<file path="src/rtl/stochastic_adc_offset_cal.sv">
`default_nettype none
// ============================================================================
//  Module      : stochastic_adc_offset_cal
//  Description : Background offset-trim sequencer for one stochastic ADC
//                slice. It averages the signed adder result and steps the
//                P-side V2T trim code until the mean falls inside a dead band.
//  Revision    : 1.0 - initial release
// ============================================================================
module stochastic_adc_offset_cal #(
    parameter int Nadc     = 8,
    parameter int Nctl_v2t = 5,
    parameter int Navg_max = 10,
    parameter int Nflip    = 3
) (
    input  logic                clk_adder,
    input  logic                rstb,
    input  logic                start,
    input  logic                abort,
    input  logic [Nadc-1:0]     adder_out,
    input  logic                sign_out,
    input  logic [Nctl_v2t-1:0] init_ctl_p,
    input  logic [Nctl_v2t-1:0] init_ctl_n,
    input  logic [3:0]          avg_log2,
    input  logic [7:0]          settle_cycles,
    input  logic [Nadc-1:0]     deadband,
    input  logic [7:0]          max_iter,
    output logic [Nctl_v2t-1:0] ctl_v2t_p,
    output logic [Nctl_v2t-1:0] ctl_v2t_n,
    output logic                busy,
    output logic                done,
    output logic                cal_err,
    output logic [Nadc:0]       mean_out
);

    localparam int ACC_W  = Nadc + 1 + Navg_max;
    localparam int CNT_W  = Navg_max + 1;
    localparam int FLIP_W = $clog2(Nflip + 1);

    localparam logic [3:0]          C_AVG_MAX  = 4'(Navg_max);
    localparam logic [FLIP_W-1:0]   C_NFLIP    = FLIP_W'(Nflip);
    localparam logic [Nctl_v2t-1:0] C_CODE_MAX = '1;
    localparam logic [Nctl_v2t-1:0] C_CODE_ONE = Nctl_v2t'(1);

    typedef enum logic [2:0] {
        S_IDLE   = 3'd0,
        S_LOAD   = 3'd1,
        S_SETTLE = 3'd2,
        S_ACCUM  = 3'd3,
        S_DECIDE = 3'd4,
        S_DONE   = 3'd5
    } state_t;

    state_t                     r_state;
    logic [Nctl_v2t-1:0]        r_ctl_p;
    logic [Nctl_v2t-1:0]        r_ctl_n;
    logic                       r_busy;
    logic                       r_done;
    logic                       r_cal_err;
    logic signed [Nadc:0]       r_mean;
    logic signed [ACC_W-1:0]    r_acc;
    logic [CNT_W-1:0]           r_acc_cnt;
    logic [7:0]                 r_settle_cnt;
    logic [3:0]                 r_avg_log2;
    logic [7:0]                 r_iter;
    logic [FLIP_W-1:0]          r_flip;
    logic                       r_dir_down;
    logic                       r_dir_valid;

    logic [3:0]                 w_avg_clamped;
    logic [3:0]                 w_len_sel;
    logic [CNT_W-1:0]           w_acc_len_m1;
    logic signed [Nadc:0]       w_mag;
    logic signed [Nadc:0]       w_sample;
    logic signed [ACC_W-1:0]    w_sample_ext;
    logic signed [ACC_W-1:0]    w_acc_sum;
    logic signed [Nadc:0]       w_mean;
    logic signed [Nadc+1:0]     w_mean_ext;
    logic signed [Nadc+1:0]     w_db_pos;
    logic signed [Nadc+1:0]     w_db_neg;
    logic                       w_above;
    logic                       w_below;
    logic                       w_sat;
    logic [Nctl_v2t-1:0]        w_step_p;
    logic [FLIP_W-1:0]          w_flip_next;
    logic [7:0]                 w_iter_next;
    logic                       w_flip_hit;
    logic                       w_iter_hit;

    assign w_avg_clamped = (avg_log2 > C_AVG_MAX) ? C_AVG_MAX : avg_log2;

    // LOAD may jump straight into ACCUM before r_avg_log2 has been captured
    assign w_len_sel    = (r_state == S_LOAD) ? w_avg_clamped : r_avg_log2;
    assign w_acc_len_m1 = (CNT_W'(1) << w_len_sel) - CNT_W'(1);

    assign w_mag        = {1'b0, adder_out};
    assign w_sample     = sign_out ? w_mag : -w_mag;
    assign w_sample_ext = {{(ACC_W-Nadc-1){w_sample[Nadc]}}, w_sample};
    assign w_acc_sum    = r_acc + w_sample_ext;

    // Arithmetic shift rounds toward minus infinity; result always fits Nadc+1
    assign w_mean     = (Nadc+1)'(r_acc >>> r_avg_log2);
    assign w_mean_ext = {w_mean[Nadc], w_mean};
    assign w_db_pos   = {2'b00, deadband};
    assign w_db_neg   = -w_db_pos;
    assign w_above    = (w_mean_ext > w_db_pos);
    assign w_below    = (w_mean_ext < w_db_neg);

    assign w_sat = (w_above && (r_ctl_p == '0)) ||
                   (w_below && (r_ctl_p == C_CODE_MAX));
    assign w_step_p = w_above ? (r_ctl_p - C_CODE_ONE) : (r_ctl_p + C_CODE_ONE);

    assign w_flip_next = (r_dir_valid && (r_dir_down != w_above)) ?
                         (r_flip + FLIP_W'(1)) : '0;
    assign w_iter_next = r_iter + 8'd1;
    assign w_flip_hit  = (w_flip_next >= C_NFLIP);
    assign w_iter_hit  = (max_iter != 8'd0) && (w_iter_next == max_iter);

    always_ff @(posedge clk_adder or negedge rstb) begin
        if (!rstb) begin
            r_state      <= S_IDLE;
            r_ctl_p      <= '0;
            r_ctl_n      <= '0;
            r_busy       <= 1'b0;
            r_done       <= 1'b0;
            r_cal_err    <= 1'b0;
            r_mean       <= '0;
            r_acc        <= '0;
            r_acc_cnt    <= '0;
            r_settle_cnt <= '0;
            r_avg_log2   <= '0;
            r_iter       <= '0;
            r_flip       <= '0;
            r_dir_down   <= 1'b0;
            r_dir_valid  <= 1'b0;
        end else if (abort && (r_state != S_IDLE)) begin
            r_state <= S_IDLE;
            r_busy  <= 1'b0;
            r_done  <= 1'b0;
        end else begin
            case (r_state)
                S_IDLE: begin
                    if (start) begin
                        r_state <= S_LOAD;
                    end
                end
                S_LOAD: begin
                    r_ctl_p     <= init_ctl_p;
                    r_ctl_n     <= init_ctl_n;
                    r_iter      <= '0;
                    r_flip      <= '0;
                    r_dir_down  <= 1'b0;
                    r_dir_valid <= 1'b0;
                    r_cal_err   <= 1'b0;
                    r_done      <= 1'b0;
                    r_busy      <= 1'b1;
                    r_avg_log2  <= w_avg_clamped;
                    if (settle_cycles == 8'd0) begin
                        r_state   <= S_ACCUM;
                        r_acc     <= '0;
                        r_acc_cnt <= w_acc_len_m1;
                    end else begin
                        r_state      <= S_SETTLE;
                        r_settle_cnt <= settle_cycles - 8'd1;
                    end
                end
                S_SETTLE: begin
                    if (r_settle_cnt == 8'd0) begin
                        r_state   <= S_ACCUM;
                        r_acc     <= '0;
                        r_acc_cnt <= w_acc_len_m1;
                    end else begin
                        r_settle_cnt <= r_settle_cnt - 8'd1;
                    end
                end
                S_ACCUM: begin
                    r_acc <= w_acc_sum;
                    if (r_acc_cnt == '0) begin
                        r_state <= S_DECIDE;
                    end else begin
                        r_acc_cnt <= r_acc_cnt - CNT_W'(1);
                    end
                end
                S_DECIDE: begin
                    r_mean <= w_mean;
                    if (!w_above && !w_below) begin
                        r_state   <= S_DONE;
                        r_done    <= 1'b1;
                        r_cal_err <= 1'b0;
                        r_busy    <= 1'b0;
                    end else if (w_sat) begin
                        r_state   <= S_DONE;
                        r_done    <= 1'b1;
                        r_cal_err <= 1'b1;
                        r_busy    <= 1'b0;
                    end else begin
                        r_ctl_p     <= w_step_p;
                        r_dir_down  <= w_above;
                        r_dir_valid <= 1'b1;
                        r_flip      <= w_flip_next;
                        r_iter      <= w_iter_next;
                        if (w_flip_hit || w_iter_hit) begin
                            // Oscillating around the target counts as converged
                            r_state   <= S_DONE;
                            r_done    <= 1'b1;
                            r_cal_err <= !w_flip_hit;
                            r_busy    <= 1'b0;
                        end else if (settle_cycles == 8'd0) begin
                            r_state   <= S_ACCUM;
                            r_acc     <= '0;
                            r_acc_cnt <= w_acc_len_m1;
                        end else begin
                            r_state      <= S_SETTLE;
                            r_settle_cnt <= settle_cycles - 8'd1;
                        end
                    end
                end
                S_DONE: begin
                    if (start) begin
                        r_state <= S_LOAD;
                    end
                end
                default: begin
                    r_state <= S_IDLE;
                    r_busy  <= 1'b0;
                end
            endcase
        end
    end

    assign ctl_v2t_p = r_ctl_p;
    assign ctl_v2t_n = r_ctl_n;
    assign busy      = r_busy;
    assign done      = r_done;
    assign cal_err   = r_cal_err;
    assign mean_out  = r_mean;

endmodule
`default_nettype wire

</file>
<file path="config.mk">
export PLATFORM = sky130hd
export DESIGN_NAME = stochastic_adc_offset_cal
export DESIGN_NICKNAME = d
export VERILOG_FILES = /design/src/rtl/stochastic_adc_offset_cal.sv
export SDC_FILE = /design/constraint.sdc
export NUM_CORES = 1
export LEC_CHECK = 0
export BUFFER_PORTS_ARGS = -buffer_cell sky130_fd_sc_hd__buf_2
export CELL_PAD_IN_SITES_DETAIL_PLACEMENT = 1
export CELL_PAD_IN_SITES_GLOBAL_PLACEMENT = 1
export CORE_ASPECT_RATIO = 0.6
export CORE_MARGIN = 3
export CORE_UTILIZATION = 36
export DETAILED_ROUTE_END_ITERATION = 12
export PLACE_DENSITY_LB_ADDON = 0.1
export SYNTH_ARGS = -nofsm -noshare
export SYNTH_HDL_FRONTEND = slang
export SYNTH_SLANG_ARGS = --single-unit
</file>
<file path="constraint.sdc">
create_clock -name clk_adder -period 4.5 [get_ports clk_adder]
set_input_delay 0.9 -clock clk_adder [delete_from_list [all_inputs] [get_ports clk_adder]]
set_output_delay 0.9 -clock clk_adder [all_outputs]
set_load 0.05 [all_outputs]
</file>
==> results of run 1 <==
final timing paths:
path	endpoint	depth (start not counted)	start	slack, ns
min in group asynchronous	ctl_v2t_p[3]	1	rstb	0.74
worst max register to register	ctl_v2t_p[4]	16	r_avg_log2[1]	0.20
worst min-delay path	ctl_v2t_n[0]	2	ctl_v2t_n[0]	0.48
worst min register to register	ctl_v2t_n[0]	2	ctl_v2t_n[0]	0.48
max in group asynchronous	r_avg_log2[1]	1	rstb	2.98
worst max-delay path	ctl_v2t_p[4]	16	r_avg_log2[1]	0.20
cells in the mapped netlist (all sizes together), types with 4 or more instances:
| library cell | n | area, sq um |
|---|---|---|
| nor2 | 83 | 312 |
| dfrtp | 79 | 1980 |
| nand2 | 73 | 274 |
| o21ai | 60 | 304 |
| ha | 44 | 551 |
| a21oi | 41 | 205 |
| inv | 39 | 146 |
| nor3 | 32 | 160 |
| mux2 | 30 | 372 |
| xnor2 | 27 | 236 |
| clkbuf | 25 | 93.8 |
| mux2i | 23 | 230 |
| nand3 | 23 | 115 |
| xor2 | 18 | 158 |
| buf | 14 | 83.8 |
| a21o | 13 | 97.6 |
| a31oi | 13 | 87.6 |
| nand2b | 12 | 75.1 |
| o211ai | 11 | 96.3 |
| a211oi | 9 | 67.6 |
| and3 | 9 | 56.3 |
| o21a | 9 | 67.6 |
| o2bb2ai | 9 | 78.8 |
| mux4 | 8 | 180 |
| o31ai | 8 | 60.1 |
| or3 | 8 | 55.1 |
| and2 | 7 | 43.8 |
| nor4 | 7 | 43.8 |
| or2 | 7 | 43.8 |
| nand4 | 6 | 37.5 |
| nor2b | 6 | 37.5 |
| nor3b | 6 | 45.0 |
| o22ai | 6 | 37.5 |
| or4 | 6 | 45.0 |
| a22oi | 5 | 37.5 |
| a2bb2oi | 5 | 43.8 |
| o311ai | 5 | 43.8 |
| a2111oi | 4 | 35.0 |
| a32o | 4 | 40.0 |
| nand3b | 4 | 30.0 |
| o31a | 4 | 35.0 |
state kept, by name, indices dropped and copies added, names as in the netlist:
name	cells
r_acc	19
r_avg_log2	4
r_flip	2
ctl_v2t_n	5
r_acc_cnt	11
r_state	3
mean_out	9
r_dir_valid	1
r_dir_down	1
r_settle_cnt	8
busy	1
done	1
ctl_v2t_p	5
r_iter	8
cal_err	1
power groups by stage:
stage | combinational (W) | sequential, W | clock, W
6_report | 0.00347 | 0.00136 | 0.000707
5_1_grt | 0.00380 | 0.00140 | 0.000763
4_1_cts | 0.00337 | 0.00135 | 0.000721
3_5_place_dp | 0.00334 | 0.00136 | 0
3_3_place_gp | 0.00321 | 0.00133 | 0
2_1_floorplan | 0.00229 | 0.00139 | 0
worst min-delay path: stages (launching register included):
cell	delay [ns]
dfrtp_1	0.34
nand2_1	0.05
nand2_1	0.06
kinds of logic after synthesis:
group | Yosys count
simple gates | 293
compound gates | 229
buf+inv | 79
flops | 79
mux | 61
fa+ha+maj | 47
xor+xnor | 45
layer usage:
metal	track usage	vias to the layer above	share of wire
met5	0	-	0
met4	0.0327	0	0.0055
met3	0.0419	10	0.049
met2	0.326	148	0.41
met1	0.349	3395	0.54
li1	-	3208	-
layout make-up:
type | instances | area share
Clock buffer | 10 | 0.0284
Clock inverter | 6 | 0.00558
Inverter | 40 | 0.0189
Multi-Input combinational cell | 675 | 0.592
Sequential cell | 79 | 0.246
Tap cell | 260 | 0.0403
Timing Repair Buffer | 98 | 0.0692
through the flow:
step	cell area, sq um	total power, W	hold slack (ns)
detailed placement	7730	0.00470	0.467
global placement	7730	0.00454	0.454
global route	8070	0.00596	0.518
CTS	8000	0.00545	0.490
finish	8070	0.00554	0.480
floorplan	7040	0.00368	0.466
what timing repair did:
item / CTS / global route
pin swaps: 0 / 2
buffers inserted: 0 / 3
gates resized for setup: 1 / 12
endpoints found under the setup margin: 3 / 29
==> summary.txt, run 1 <==
Asr flop ratio synth = 1.00
Pre-CTS setup slack = -0.00171 ns
Storage element area = 1980 sq um
1st-pass router iterations = 4
DRC = 0
Status = complete, no violations
Fmax = 0.233 GHz
Critical Path Sink Type = register
Root Driver = clkbuf_16
Initial antenna violation count = 0
H-tree depth = 3
Row cnt = 38
Fin cells = 1168
Die height = 114 microns
Logic gate share of total power = 0.627
Yosys warns = 0
Vias per cell = 5.79
Slowest stage delay, CP = 0.54 ns
Final-stage net count = 1000
Area of the multi-input gates = 4780 sq um
Multiplexer area fraction after synthesis = 0.111
Complex-gate fraction of the synthesized area = 0.220
Crit path time final = 4.30 ns
Tcrit/Tclk final = 0.955
Post-synth EDFFs = 0
Width of the die = 187 microns
Most frequently used flop master after synthesis = dfrtp_1
Worst VDD drop = 257 uV
Crit-path leading delay family = compound AO/OA/AOI/OAI gates
Number of global-route vias before repair = 6944
Mapped Cells = 833
WP data required = 4.72 ns
Power Density = 687 nW/um^2
Drt total wl = 23800 microns
TritonCTS Buffers = 9
Cell Int Power = 0.00271 W
Worst-Skew Late Latency = 0.36 ns
Syn_area_per_cell = 8.45 sq um
Antenna Nets Post-Route = 0
Antenna diodes = 0
Clock power frac = 0.127
Area Growth Syn to Fin = 14.6%
Post-synth cell types = 75
GRT Total Usage = 0.224
Post-Synth XOR/XNOR Area = 0.0560
CTS Hold Bufs = 0
Util after Layout = 0.434
First DRT Iteration DRCs = 504
Psw = 0.00283 W
Sequential share of power = 0.246
CTS tree = yes
Critical path launch point type = register
Slew margin rel. = 0.287
Placer congestion estimate = 0.902
Synthesized flop and latch total = 79
First-pass GRT wire length = 38400 microns
Fill count = 2212
Crit-path slowest cell = mux4_2
Clock Skews = 0.0115 ns
CTS Buffer Depth = 2
Kind of critical path = reg2reg
Synth Area in Adders = 0.0853
Switching share of power = 0.511
Final TNS setup = 0 ns
Core area = 18600 sq um
Number of port buffers = 72
Commonest non-fill, non-tap cell in the layout = nor2_1
Initial Utilization = 0.379
CP most frequent cell = ha_1
Simple logic cell fraction of the synthesized area = 0.200
RSZ-0062 raised after global routing = false
CTS Sinks = 79
# IOs = 73
Placed cells = 1149
Largest fanout on the critical path = 7
LEAKAGE = 3.64 nW
Max-slew violations = 0
Largest family of logic cells by synthesized area = compound AO/OA/AOI/OAI gates
Worst-path clk slew = 0.07 ns
Synthesized Nets = 930
Sequential share of the synthesized area = 0.281
Least-Margin Pin Slew = 1.07 ns
Buf/Inv on CP = 2
Setup slack after layout = 0.202 ns
Layout cells sized above 1 = 0.188
Max_cap viols = 0
DR WL/cell = 20.3 microns
DP Wirelength = 18400 microns
Final Setup Violations = 0
Gr ovfl total = 0
Largest net degree at the start of global routing = 80
Synthesized cell area = 7040 sq um
Crit path DAT = 4.52 ns
Vias = 6761
Die area = 21300 sq um
Hold Crit Class = reg2reg
Count of final hold-check violations = 0
Highest-count cells in the layout ignoring fill and taps = 83 x nor2_1, 77 x dfrtp_1, 73 x nand2_1
Critical-path cell list = clkbuf_4 -> mux4_2 -> nand2_1 -> o21ai_0 -> mux2_2 -> ha_1 -> nand3_1 -> or3_4 -> o211ai_4 -> inv_4 -> ha_1 -> a21o_1 -> a21oi_1 -> xnor2_1 -> o311ai_1 -> o21ai_1
(Power assumes the default switching activity.)
==> run 2, diff against run 1 <==
- clock period: 4.5 -> 3.6 ns (I/O delays scaled with it)
==> run 2 against run 1 <==
  * The flow now finishes with violations (negative setup slack)
  * Via count increased by 9.8%
  * Utilization increased by 10 points
  * Critical path depth increased by 1
  * Cell count increased by 12%
  * Critical endpoint is now r_acc[8]
  * Highest routed layer unchanged
==> summary.txt, run 2 (synthesis results as in run 1) <==
Power Density = 915 nW/um^2
Initial antenna violation count = 0
First-pass GRT wire length = 41600 microns
GRT Total Usage = 0.243
Initial Utilization = 0.379
Setup slack after layout = -0.581 ns
Least-Margin Pin Slew = 0.938 ns
DRC = 0
Area Growth Syn to Fin = 41.2%
DP Wirelength = 19700 microns
Worst-Skew Late Latency = 0.35 ns
Drt total wl = 27400 microns
Row cnt = 38
Design area = 9940 sq um
Number of global-route vias before repair = 7534
DR WL/cell = 21.0 microns
Antenna Nets Post-Route = 0
Core area = 18600 sq um
Max-slew violations = 0
Worst-path clk slew = 0.07 ns
# IOs = 73
Vias = 7426
Crit path DAT = 4.41 ns
First DRT Iteration DRCs = 555
Commonest non-fill, non-tap cell in the layout = buf_4
Fmax = 0.239 GHz
Root Driver = clkbuf_16
Vias per cell = 5.69
Clock Skews = 0.0143 ns
Count of final hold-check violations = 0
Crit path time final = 4.18 ns
Number of port buffers = 72
Slew margin rel. = 0.373
Largest fanout on the critical path = 8
Die area = 21300 sq um
Kind of critical path = reg2reg
LEAKAGE = 4.51 nW
Final TNS setup = -27.87 ns
Placer congestion estimate = 0.962
Placed Area = 8630 sq um
Worst r2r path cells = 17
CTS Hold Bufs = 0
Max_cap viols = 0
CTS Buffer Depth = 2
Status = complete, but fails checks
TritonCTS Buffers = 9
Highest-count cells in the layout ignoring fill and taps = 130 x buf_4, 79 x nor2_1, 78 x dfrtp_1
Width of the die = 187 microns
WP data required = 3.83 ns
Largest net degree at the start of global routing = 43
Gr ovfl total = 0
Hold Crit Class = in2async
RSZ-0062 raised after global routing = true
Failing checks = negative setup slack
Top reg by flops = r_acc
Final Setup Violations = 61
Critical Path Sink Type = register
1st-pass router iterations = 6
Layout cells sized above 1 = 0.372
Worst VDD drop = 352 uV
Final-stage net count = 1138
Antenna diodes = 0
CTS tree = yes
Tcrit/Tclk final = 1.16
H-tree depth = 3
Critical path launch point type = register
Die height = 114 microns
Pre-CTS setup slack = -0.577 ns
Largest register FFs = 19
CTS Sinks = 79
## run 2: worst paths after layout
kind / end / from / slack (ns)
min in group clk_adder: mean_out[0] / mean_out[0] / 0.48
worst max-delay path: r_acc[8] / r_avg_log2[1] / -0.58
worst max register to register: r_acc[8] / r_avg_log2[1] / -0.58
worst min register to register: mean_out[0] / mean_out[0] / 0.48
max in group asynchronous: mean_out[3] / rstb / 2.46
worst min-delay path: r_settle_cnt[4] / rstb / 0.37
## run 2: metrics by stage
| step | hold slack, ns | util | power, W | cells |
|---|---|---|---|---|
| floorplan | 0.424 | - | 0.00469 | 833 |
| global placement | 0.454 | 0.464 | 0.00635 | 1254 |
| detailed placement | 0.462 | 0.464 | 0.00662 | 1254 |
| CTS | 0.382 | 0.502 | 0.00820 | 1289 |
| global route | 0.404 | 0.535 | 0.00967 | 1305 |
| finish | 0.372 | 0.535 | 0.00910 | 1305 |
## run 2: critical path, stage by stage, from the launching register on
cell and delay [ns]:
dfrtp_1 0.40, buf_12 0.14, buf_8 0.13, buf_4 0.13, nor2_1 0.05, a21oi_1 0.35
mux2i_4 0.16, a21oi_2 0.27, ha_1 0.30, o21ai_2 0.22, a21oi_4 0.05, o31a_1 0.35
o311a_1 0.42, o21ai_4 0.16, and4_4 0.25, or2_4 0.21, buf_16 0.17, mux2_4 0.31
## run 2: timing repair
item,in CTS,in global routing
endpoints found under the setup margin,61,61
resized for setup,54,104
hold endpoints to repair,0,0
pin swaps,20,61
buffers inserted,17,18
cloned,3,2
## run 2: final cells by class
type	instances	area [sq um]
Tap cell	260	325
Clock buffer	9	225
Sequential cell	79	1980
Timing Repair Buffer	234	1800
Multi-Input combinational cell	677	5340
Clock inverter	6	86.3
Inverter	40	180
Fill cell	2198	8650
## run 2: layer usage
metal  global-route usage  vias up  wire length (microns)
met5                    0        -                      0
met4               0.0398        0                    183
met3               0.0560       18                   1450
met2                0.353      192                  11700
met1                0.371     3721                  14100
li1                     -     3495                      -
## run 2: power breakdown
| group | internal (W) | switching (W) | total [W] |
|---|---|---|---|
| clock network | 0.000603 | 0.000405 | 0.00101 |
| registers | 0.00120 | 0.000390 | 0.00159 |
| logic | 0.00302 | 0.00348 | 0.00650 |
| total | 0.00482 | 0.00427 | 0.00910 |
